--- config.mk ---
export PLATFORM = sky130hd
export DESIGN_NAME = mul8_seq_ctrl_flat
export DESIGN_NICKNAME = d
export VERILOG_FILES = /design/src/rtl/mul8_seq_pkg.sv /design/src/rtl/mul8_seq_ctrl_if.sv /design/src/rtl/dadda_multiplier.sv /design/src/rtl/mul8_seq_ctrl.sv /design/src/flat_wrapper.sv
export SDC_FILE = /design/constraint.sdc
export NUM_CORES = 1
export LEC_CHECK = 0
export ABC_AREA = 1
export CORE_ASPECT_RATIO = 1.4
export CORE_MARGIN = 5
export CORE_UTILIZATION = 60
export CTS_CLUSTER_DIAMETER = 120
export CTS_CLUSTER_SIZE = 12
export DETAILED_ROUTE_END_ITERATION = 8
export HOLD_SLACK_MARGIN = 0.06
export PLACE_DENSITY = 0.91
export SETUP_SLACK_MARGIN = 0.3
export SYNTH_ARGS = -nofsm -noshare
export SYNTH_HDL_FRONTEND = slang
export SYNTH_SLANG_ARGS = --single-unit
--- constraint.sdc ---
create_clock -name clk -period 5.8 [get_ports clk]
set_input_delay 1.16 -clock clk [delete_from_list [all_inputs] [get_ports clk]]
set_output_delay 1.16 -clock clk [all_outputs]
set_load 0.1 [all_outputs]
--- src/rtl/mul8_seq_pkg.sv ---
// ============================================================================
// Module   : mul8_seq_pkg
// Purpose  : Shared types and constants for the sequenced 8x8 multiplier.
// Revision : 1.0 - initial release
// ============================================================================
`default_nettype none

package mul8_seq_pkg;

  localparam int OPND_W = 8;
  localparam int NIB_W  = 4;
  localparam int PROD_W = 16;
  localparam int STEP_W = 2;

  typedef enum logic [1:0] {
    IDLE  = 2'd0,
    MUL   = 2'd1,
    DRAIN = 2'd2,
    DONE  = 2'd3
  } state_t;

  // Left shift applied to each nibble sub-product, indexed by step
  localparam logic [3:0] SHIFT_TBL [0:3] = '{4'd0, 4'd4, 4'd4, 4'd8};

  function automatic logic [PROD_W-1:0] place_term(input logic [2*NIB_W-1:0] sub,
                                                   input logic [STEP_W-1:0]  step);
    return {{(PROD_W-2*NIB_W){1'b0}}, sub} << SHIFT_TBL[step];
  endfunction

endpackage

`default_nettype wire

--- src/rtl/mul8_seq_ctrl_if.sv ---
// ============================================================================
// Module   : mul8_seq_ctrl_if
// Purpose  : Operand-in / product-out valid-ready handshake bundle.
// Revision : 1.0 - initial release
// ============================================================================
`default_nettype none

interface mul8_seq_ctrl_if;
  import mul8_seq_pkg::*;

  logic                in_valid;
  logic                in_ready;
  logic [OPND_W-1:0]   a;
  logic [OPND_W-1:0]   b;
  logic                out_valid;
  logic                out_ready;
  logic [PROD_W-1:0]   product;

  modport master (
    output in_valid, a, b, out_ready,
    input  in_ready, out_valid, product
  );

  modport slave (
    input  in_valid, a, b, out_ready,
    output in_ready, out_valid, product
  );

endinterface

`default_nettype wire

--- src/rtl/dadda_multiplier.sv ---
// ============================================================================
// Module   : dadda_multiplier
// Purpose  : Unsigned 4x4 Dadda-tree multiplier, purely combinational.
// Revision : 1.0 - initial release
// ============================================================================
`default_nettype none

module dadda_multiplier (
  output logic [7:0] s,
  input  logic [3:0] a,
  input  logic [3:0] b
);

  function automatic logic [1:0] ha(input logic x, input logic y);
    return {x & y, x ^ y};
  endfunction

  function automatic logic [1:0] fa(input logic x, input logic y, input logic z);
    return {(x & y) | (x & z) | (y & z), x ^ y ^ z};
  endfunction

  // pp[i][j] = a[i] & b[j], weight i+j
  logic [3:0] pp [0:3];

  for (genvar i = 0; i < 4; i++) begin : g_pp
    assign pp[i] = {4{a[i]}} & b;
  end

  // Stage 1: column heights reduced to at most 3
  logic s1_3, c1_4, s1_4, c1_5;
  assign {c1_4, s1_3} = ha(pp[3][0], pp[2][1]);
  assign {c1_5, s1_4} = ha(pp[3][1], pp[2][2]);

  // Stage 2: column heights reduced to at most 2
  logic s2_2, c2_3, s2_3, c2_4, s2_4, c2_5, s2_5, c2_6;
  assign {c2_3, s2_2} = ha(pp[2][0], pp[1][1]);
  assign {c2_4, s2_3} = fa(s1_3, pp[1][2], pp[0][3]);
  assign {c2_5, s2_4} = fa(s1_4, pp[1][3], c1_4);
  assign {c2_6, s2_5} = fa(pp[3][2], pp[2][3], c1_5);

  logic [7:0] w_row0, w_row1;
  assign w_row0 = {1'b0, pp[3][3], s2_5, s2_4, s2_3, s2_2, pp[1][0], pp[0][0]};
  assign w_row1 = {1'b0, c2_6, c2_5, c2_4, c2_3, pp[0][2], pp[0][1], 1'b0};
  assign s      = w_row0 + w_row1;

endmodule

`default_nettype wire

--- src/rtl/mul8_seq_ctrl.sv ---
// ============================================================================
// Module   : mul8_seq_ctrl
// Purpose  : 8x8 unsigned multiply sequenced over one 4x4 Dadda multiplier.
// Revision : 1.0 - initial release
// ============================================================================
`default_nettype none

module mul8_seq_ctrl
  import mul8_seq_pkg::*;
#(
  parameter int PIPE_MUL = 0,
  parameter int CNT_W    = 16
) (
  input  logic             clk,
  input  logic             rst,
  mul8_seq_ctrl_if.slave   bus,
  input  logic             flush,
  output logic             busy,
  output logic [CNT_W-1:0] ops_done
);

  localparam bit HAS_PIPE = (PIPE_MUL != 0);

  state_t              r_state;
  logic [OPND_W-1:0]   r_a;
  logic [OPND_W-1:0]   r_b;
  logic [STEP_W-1:0]   r_step;
  logic [PROD_W-1:0]   r_acc;
  logic [PROD_W-1:0]   r_product;
  logic                r_out_valid;
  logic [CNT_W-1:0]    r_ops;

  logic [NIB_W-1:0]    w_nib_a;
  logic [NIB_W-1:0]    w_nib_b;
  logic [2*NIB_W-1:0]  w_sub;
  logic [PROD_W-1:0]   w_term;
  logic [PROD_W-1:0]   w_add_term;
  logic [PROD_W-1:0]   w_sum;
  logic                w_handshake;

  // step[0] picks the high multiplicand nibble, step[1] the high multiplier nibble
  assign w_nib_a = r_step[0] ? r_a[7:4] : r_a[3:0];
  assign w_nib_b = r_step[1] ? r_b[7:4] : r_b[3:0];

  dadda_multiplier u_mul (
    .s (w_sub),
    .a (w_nib_a),
    .b (w_nib_b)
  );

  assign w_term = place_term(w_sub, r_step);

  if (HAS_PIPE) begin : g_pipe
    logic [PROD_W-1:0] r_pipe;
    logic              r_pipe_vld;

    always_ff @(posedge clk or posedge rst) begin
      if (rst) begin
        r_pipe     <= '0;
        r_pipe_vld <= 1'b0;
      end else begin
        r_pipe     <= w_term;
        r_pipe_vld <= (r_state == MUL) && !flush;
      end
    end

    // The first MUL cycle sees no valid term yet, so nothing is added
    assign w_add_term = r_pipe_vld ? r_pipe : '0;
  end else begin : g_comb
    assign w_add_term = w_term;
  end

  assign w_sum       = r_acc + w_add_term;
  assign w_handshake = r_out_valid && bus.out_ready;

  always_ff @(posedge clk or posedge rst) begin
    if (rst) begin
      r_state     <= IDLE;
      r_a         <= '0;
      r_b         <= '0;
      r_step      <= '0;
      r_acc       <= '0;
      r_product   <= '0;
      r_out_valid <= 1'b0;
      r_ops       <= '0;
    end else begin
      if (w_handshake) begin
        r_ops <= r_ops + CNT_W'(1);
      end

      if (flush && (r_state != IDLE)) begin
        r_state     <= IDLE;
        r_out_valid <= 1'b0;
        r_acc       <= '0;
        r_step      <= '0;
      end else begin
        case (r_state)
          IDLE: begin
            if (bus.in_valid && !flush) begin
              r_a     <= bus.a;
              r_b     <= bus.b;
              r_acc   <= '0;
              r_step  <= '0;
              r_state <= MUL;
            end
          end
          MUL: begin
            r_acc  <= w_sum;
            r_step <= r_step + STEP_W'(1);
            if (r_step == STEP_W'(3)) begin
              if (HAS_PIPE) begin
                r_state <= DRAIN;
              end else begin
                r_product   <= w_sum;
                r_out_valid <= 1'b1;
                r_state     <= DONE;
              end
            end
          end
          DRAIN: begin
            r_acc       <= w_sum;
            r_product   <= w_sum;
            r_out_valid <= 1'b1;
            r_state     <= DONE;
          end
          DONE: begin
            if (w_handshake) begin
              r_out_valid <= 1'b0;
              r_state     <= IDLE;
            end
          end
          default: begin
            r_state <= IDLE;
          end
        endcase
      end
    end
  end

  assign bus.in_ready  = (r_state == IDLE) && !rst;
  assign bus.out_valid = r_out_valid;
  assign bus.product   = r_product;
  assign busy          = (r_state != IDLE);
  assign ops_done      = r_ops;

endmodule

`default_nettype wire

--- src/flat_wrapper.sv ---
// flat-port wrapper written by rule: the top's interface ports become plain ports
module mul8_seq_ctrl_flat import mul8_seq_pkg::*;
#(
  parameter int PIPE_MUL = 0,
  parameter int CNT_W    = 16
)
  (clk, rst, flush, busy, ops_done, bus_in_valid, bus_a, bus_b, bus_out_ready, bus_in_ready, bus_out_valid, bus_product);
  mul8_seq_ctrl_if bus_i ();
  input  logic clk;
  input  logic rst;
  input  logic flush;
  output logic busy;
  output logic [CNT_W-1:0] ops_done;
  input wire logic [$bits(bus_i.in_valid)-1:0] bus_in_valid;
  input wire logic [$bits(bus_i.a)-1:0] bus_a;
  input wire logic [$bits(bus_i.b)-1:0] bus_b;
  input wire logic [$bits(bus_i.out_ready)-1:0] bus_out_ready;
  output wire logic [$bits(bus_i.in_ready)-1:0] bus_in_ready;
  output wire logic [$bits(bus_i.out_valid)-1:0] bus_out_valid;
  output wire logic [$bits(bus_i.product)-1:0] bus_product;
  assign bus_i.in_valid = bus_in_valid;
  assign bus_i.a = bus_a;
  assign bus_i.b = bus_b;
  assign bus_i.out_ready = bus_out_ready;
  assign bus_in_ready = bus_i.in_ready;
  assign bus_out_valid = bus_i.out_valid;
  assign bus_product = bus_i.product;
  mul8_seq_ctrl #(.PIPE_MUL(PIPE_MUL), .CNT_W(CNT_W)) u_core (.clk(clk), .rst(rst), .bus(bus_i), .flush(flush), .busy(busy), .ops_done(ops_done));
endmodule
==> results of run 1 <==
## metrics by stage
stage                     std cells  hold WS, ps  util (%)
after global routing            693          508      72.6
after CTS                       693          487      72.6
after global placement          677          462      69.4
final                           693          481      72.6
after detailed placement        677          465      69.4
after floorplan                 532          456         -
## worst paths after layout
| path | slack (ps) | endpoint | from | cells past startpoint |
|---|---|---|---|---|
| min | 480 | u_core.bus.product[12] | u_core.bus.product[12] | 2 |
| min in group asynchronous | 1440 | u_core.r_acc[10] | rst | 3 |
| max in group asynchronous | 3810 | u_core.r_acc[5] | rst | 3 |
| min reg2reg | 480 | u_core.bus.product[12] | u_core.bus.product[12] | 2 |
| max | 1310 | u_core.r_acc[15] | u_core.r_step[0] | 22 |
| max reg2reg | 1310 | u_core.r_acc[15] | u_core.r_step[0] | 22 |
## critical path, stage by stage (launching register included)
cell and delay [ps]:
dfrtp_1 500, o21ai_0 480, nor2_1 110, ha_1 360
fa_1 500, ha_1 360, nand2_1 100, nand2_1 70
a31oi_1 190, xnor2_1 140, inv_1 70, nand2_1 50
o21ai_0 100, nor2_1 240, ha_1 330, nand2_1 110
o21ai_0 150, a21oi_1 160, nand2_1 90, inv_1 50
nand2_1 60, nand3_1 70, nand2_1 50
## flip-flops by register name, summed over array words and instances (netlist names)
register              flops
u_core.r_b                8
u_core.ops_done          16
u_core.r_state            2
u_core.r_acc             16
u_core.r_a                8
u_core.bus.product       16
u_core.bus.out_valid      1
u_core.r_step             2
## layer usage
metal	GRT usage, %	up-vias	wire length [um]
met5	0	-	0
met4	13.5	0	549
met3	4.61	43	465
met2	44.2	117	5490
met1	28.0	1816	4020
li1	-	1844	-
## synth_stat cells, drive strengths merged
| library cell | n |
|---|---|
| a31o | 1 |
| o211ai | 1 |
| a22o | 1 |
| o22ai | 3 |
| o21bai | 1 |
| buf | 6 |
| nand3 | 32 |
| ha | 31 |
| nand3b | 6 |
| or2 | 5 |
| o31ai | 2 |
| nor4 | 2 |
| xnor2 | 14 |
| dfrtp | 69 |
| nor2 | 56 |
| clkbuf | 2 |
| nand4 | 5 |
| a31oi | 1 |
| nand2 | 138 |
| o21ai | 28 |
| xor2 | 10 |
| nor3 | 4 |
| mux2i | 4 |
| mux2 | 13 |
| fa | 5 |
| a21o | 2 |
| a21oi | 26 |
| inv | 62 |
| o41ai | 2 |
## cell families (layout without fill, tap and decap cells)
kind of cell             after synthesis  in the layout  synth area share [%]
AO/OA/AOI/OAI                         68             68                  8.85
adder cells (fa/ha/maj)               36             36                  11.1
XOR/XNOR                              24             24                  4.76
buffers and inverters                 70            134                  6.38
multiplexers                          17             17                  4.23
flip-flops                            69             69                  39.1
AND/OR/NAND/NOR                      248            248                  25.6
## layout make-up
class	count	share of cell area, %
Clock inverter	6	1.78
Clock buffer	10	2.61
Sequential cell	69	32.7
Inverter	62	4.41
Tap cell	97	2.30
Multi-Input combinational cell	393	45.6
Timing Repair Buffer	56	10.6
==> key figures, run 1 <==
Clock network
  – CTS Hold Bufs: 0
  – Post-CTS Repair Setup Buffers: 0
  – CTS Sinks: 69
  – Post_cts resized: 0
  – CTS Buf Count: 9
  – H-tree level count: 3
  – Clock latency on the worst-skew pair: 350 ps
  – Root Driver: clkbuf_8
  – Reg clk slew, reported paths: 90 ps
  – CTS tree: built
  – Max Buffers Root-to-Sink: 2

Timing
  – Slew of the pin with the lowest slew margin: 1010 ps
  – Setup TNS: 0 ps
  – Final setup violation count: 0
  – Final period util: 77.4%
  – Final Hold Fails: 0
  – RSZ-0062 raised after global routing: false
  – Slew Limit Fails: 0
  – Fmax: 223 MHz
  – Clock Skew: 18.6 ps
  – Worst setup margin: 1310 ps
  – Fin crit period: 4490 ps
  – Max_slew headroom: 32.6%

Layout
  – Post-route cell area: 0.00527 mm^2
  – Fillers: 536
  – Register area: 0.00173 mm^2
  – Multi-input logic area: 0.00240 mm^2
  – Area Overhead vs Synth: 19.5%
  – Commonest non-fill, non-tap cell in the layout: nand2_1
  – Most frequent cells in the layout: nand2_1 (135), dfrtp_1 (69), clkdlybuf4s50_1 (55), inv_1 (53), nor2_1 (49)
  – Diode count: 0
  – Nets: 648
  – Layout cells sized above 1: 10.4%

Drt
  – Vias/cell: 5.51
  – Post-DRT Antenna Nets: 0
  – Total Wirelength: 10,500 um
  – WL/cell: 15.2 um
  – Initial DRT Pass Iterations: 4
  – DRC errors left: 0
  – Initial DRC Count: 212
  – Via Count: 3,820

Worst setup path
  – Crit start category: register
  – Crit Path Class: register to register
  – Crit. End Element: register
  – Worst path required time: 6040 ps
  – Worst Path Max Fanout: 8
  – Data arrival, critical path: 4730 ps

Min path
  – Path type of the worst min-delay path: register to register

Yosys
  – Post-Syn Area: 0.00441 mm^2
  – Synth Instances: 532
  – Synth area leader: dfrtp_1
  – Seq/Total Area, Yosys: 39.1%
  – Register bit total from synthesis: 69
  – Synth warn: 0
  – Syn Area/Cell: 8.29 um^2
  – Top cell type's share of synthesized area: 39.1%
  – Area contributors post-synth: dfrtp_1 (39%), nand2_1 (11%), ha_1 (8.8%), inv_1 (4.6%), nor2_1 (4.2%)
  – Distinct cells, synth: 43
  – Net Count, Synth: 589

Die
  – I/O pin total: 56
  – Die height: 111 um
  – # rows: 37
  – Die ar.: 0.00919 mm^2
  – Initial core utilization: 60.7%
  – Core footprint: 0.00727 mm^2
  – Die X: 82.5 um

Global routing
  – Global-route wire length before repair: 18,200 um
  – Antenna violations before repair: 0
  – Congestion Overflow GR: 0
  – Vias in the first global route: 4,137
  – Total GRT Usage: 25.3%
  – Largest net degree at the start of global routing: 70

Placement
  – Area after DPL: 0.00504 mm^2
  – Gpl congestion: 0.942
  – Post-place setup slack: 1450 ps
  – Final HPWL DP: 8000 um
  – Port Buf Inserts: 55

Flow run
  – Max cap viols: 0

Run status
  – Status: finished, final reports clean
Power of run 1 is left out: the tool's default activity adds up to more than one toggle a clock period on the data nets, which glitch-free logic cannot reach.
==> run 2: changes to the inputs <==
Settings changed: CORE_UTILIZATION 60 to 56, PLACE_DENSITY 0.91 to 0.87.
Clock period 5.8 ns to 4.6 ns, I/O delays scaled along.
==> key figures, run 2 (synthesis gave the netlist of run 1 again) <==
Run status
  – Status: finished, final reports clean

Drt
  – Initial DRC Count: 217 (+2.4%)
  – Post-DRT Antenna Nets: 0 (unchanged)
  – DRC errors left: 0 (unchanged)
  – Total Wirelength: 10,200 um (-3.0%)
  – Initial DRT Pass Iterations: 4 (unchanged)
  – WL/cell: 14.6 um (-4.1%)
  – Vias/cell: 5.44 (-1.3%)
  – Via Count: 3,813 (-0.18%)

Global routing
  – Antenna violations before repair: 0 (unchanged)
  – Vias in the first global route: 3,930 (-5.0%)
  – Largest net degree at the start of global routing: 44 (-37%)
  – Congestion Overflow GR: 0 (unchanged)
  – Total GRT Usage: 22.4% (-2.9 points)
  – Global-route wire length before repair: 17,500 um (-3.8%)

Timing
  – Setup TNS: 0 ps (unchanged)
  – Max_slew headroom: 32.8% (+0.19 points)
  – RSZ-0062 raised after global routing: false
  – Final setup violation count: 0 (unchanged)
  – Fin crit period: 4020 ps (-470 ps)
  – Clock Skew: 12.4 ps (-6.20 ps)
  – Slew Limit Fails: 0 (unchanged)
  – Final period util: 87.4% (+10 points)
  – Fmax: 249 MHz (+12%)
  – Final Hold Fails: 0 (unchanged)
  – Slew of the pin with the lowest slew margin: 1000 ps (-2.84 ps)

Clock network
  – Root Driver: clkbuf_8
  – Clock latency on the worst-skew pair: 360 ps (about the same)
  – Reg clk slew, reported paths: 80 ps (about the same)
  – Max Buffers Root-to-Sink: 2 (unchanged)
  – CTS tree: built
  – H-tree level count: 3 (unchanged)
  – CTS Sinks: 69 (unchanged)
  – CTS Buf Count: 9 (unchanged)

Die
  – Die height: 115 um (+3.2%)
  – I/O pin total: 56 (unchanged)
  – Initial core utilization: 57.3% (-3.4 points)
  – Die X: 85.0 um (+3.1%)
  – Die ar.: 0.00978 mm^2 (+6.4%)
  – # rows: 38 (+2.7%)
  – Core footprint: 0.00770 mm^2 (+6.0%)

Worst setup path
  – Crit. End Element: register
  – CP Launch Point: u_core.r_step[0]
  – Worst Path Max Fanout: 6 (-2)
  – Data arrival, critical path: 4270 ps (-460 ps)
  – Reg-to-reg critical path startpoint: u_core.r_step[0]
  – Crit Path Class: register to register
  – Crit start category: register
  – FF-to-FF setup slack: 580 ps (-730 ps)
  – Worst path required time: 4860 ps (-1180 ps)

Layout
  – Multi-input logic area: 0.00252 mm^2 (+4.8%)
  – Fillers: 616 (+15%)
  – Nets: 653 (+0.77%)
  – Layout cells sized above 1: 14.6% (+4.2 points)
  – Most frequent cells in the layout: nand2_1 (133), dfrtp_1 (67), clkdlybuf4s50_1 (54), inv_1 (53), nor2_1 (47)
  – Area Overhead vs Synth: 22.0%
  – Register area: 0.00173 mm^2 (+0.14%)
  – Commonest non-fill, non-tap cell in the layout: nand2_1
  – Diode count: 0 (unchanged)

Flow run
  – Max cap viols: 0 (unchanged)

Placement
  – Final HPWL DP: 7870 um (-1.6%)
  – Port Buf Inserts: 55 (unchanged)
  – Gpl congestion: 0.971 (+3.0%)

Min path
  – Worst Min Path Start: u_core.bus.product[13]
  – Path type of the worst min-delay path: register to register
run 2: path summary, 6_finish.rpt:
check,endpoint,cells past startpoint
worst min register to register,u_core.bus.product[13],2
worst min-delay path,u_core.bus.product[13],2
min in group asynchronous,u_core.bus.product[15],2
worst max register to register,u_core.bus.product[14],16
max in group asynchronous,u_core.bus.product[12],3
worst max-delay path,u_core.bus.product[14],16
run 2: routing by layer:
layer,vias to the layer above,wire [um],track usage (%)
met2,95,5360,40.2
met5,-,0,0
met3,30,420,3.73
met4,0,404,12.6
met1,1829,4020,24.9
li1,1859,-,-
run 2: critical path, cell delays in order (launching register included):
cell and delay, ps:
dfrtp_2 450, mux2i_4 300, nor2_1 80, ha_1 310
fa_1 590, ha_4 230, xor2_1 170, or2_2 300
o21ai_0 320, ha_1 360, a21o_1 220, nand3_1 70
nand2_1 60, a21oi_1 180, nand3b_1 130, nand3_1 100
nand2_1 50
run 2: final cells by class:
cell class | count | share of cell area, %
repair buffers | 61 | 11.0
clock inverters | 6 | 0.860
well taps | 100 | 2.33
multi-input cells | 393 | 46.8
clock buffers | 10 | 2.56
inverters | 62 | 4.33
flip-flops and latches | 69 | 32.1
run 2: through the flow:
stage / hold slack [ps] / util, % / worst slack, ps / cell area [um^2] / instances
finish: 480 / 69.9 / 581 / 5380 / 701
global route: 501 / 69.9 / 299 / 5380 / 701
CTS: 485 / 67.9 / 327 / 5230 / 696
detailed placement: 464 / 65.5 / 253 / 5040 / 680
global placement: 462 / 65.5 / 330 / 5040 / 680
floorplan: 456 / - / 711 / 4410 / 532
run 2: repair_timing:
item	4_1_cts	5_1_grt
pin swaps	0	4
resized for setup	2	27
gates cloned	0	0
hold buffers	0	0
setup endpoints to repair	9	22
buffers inserted	0	5
Power of run 2 is left out for the same reason.
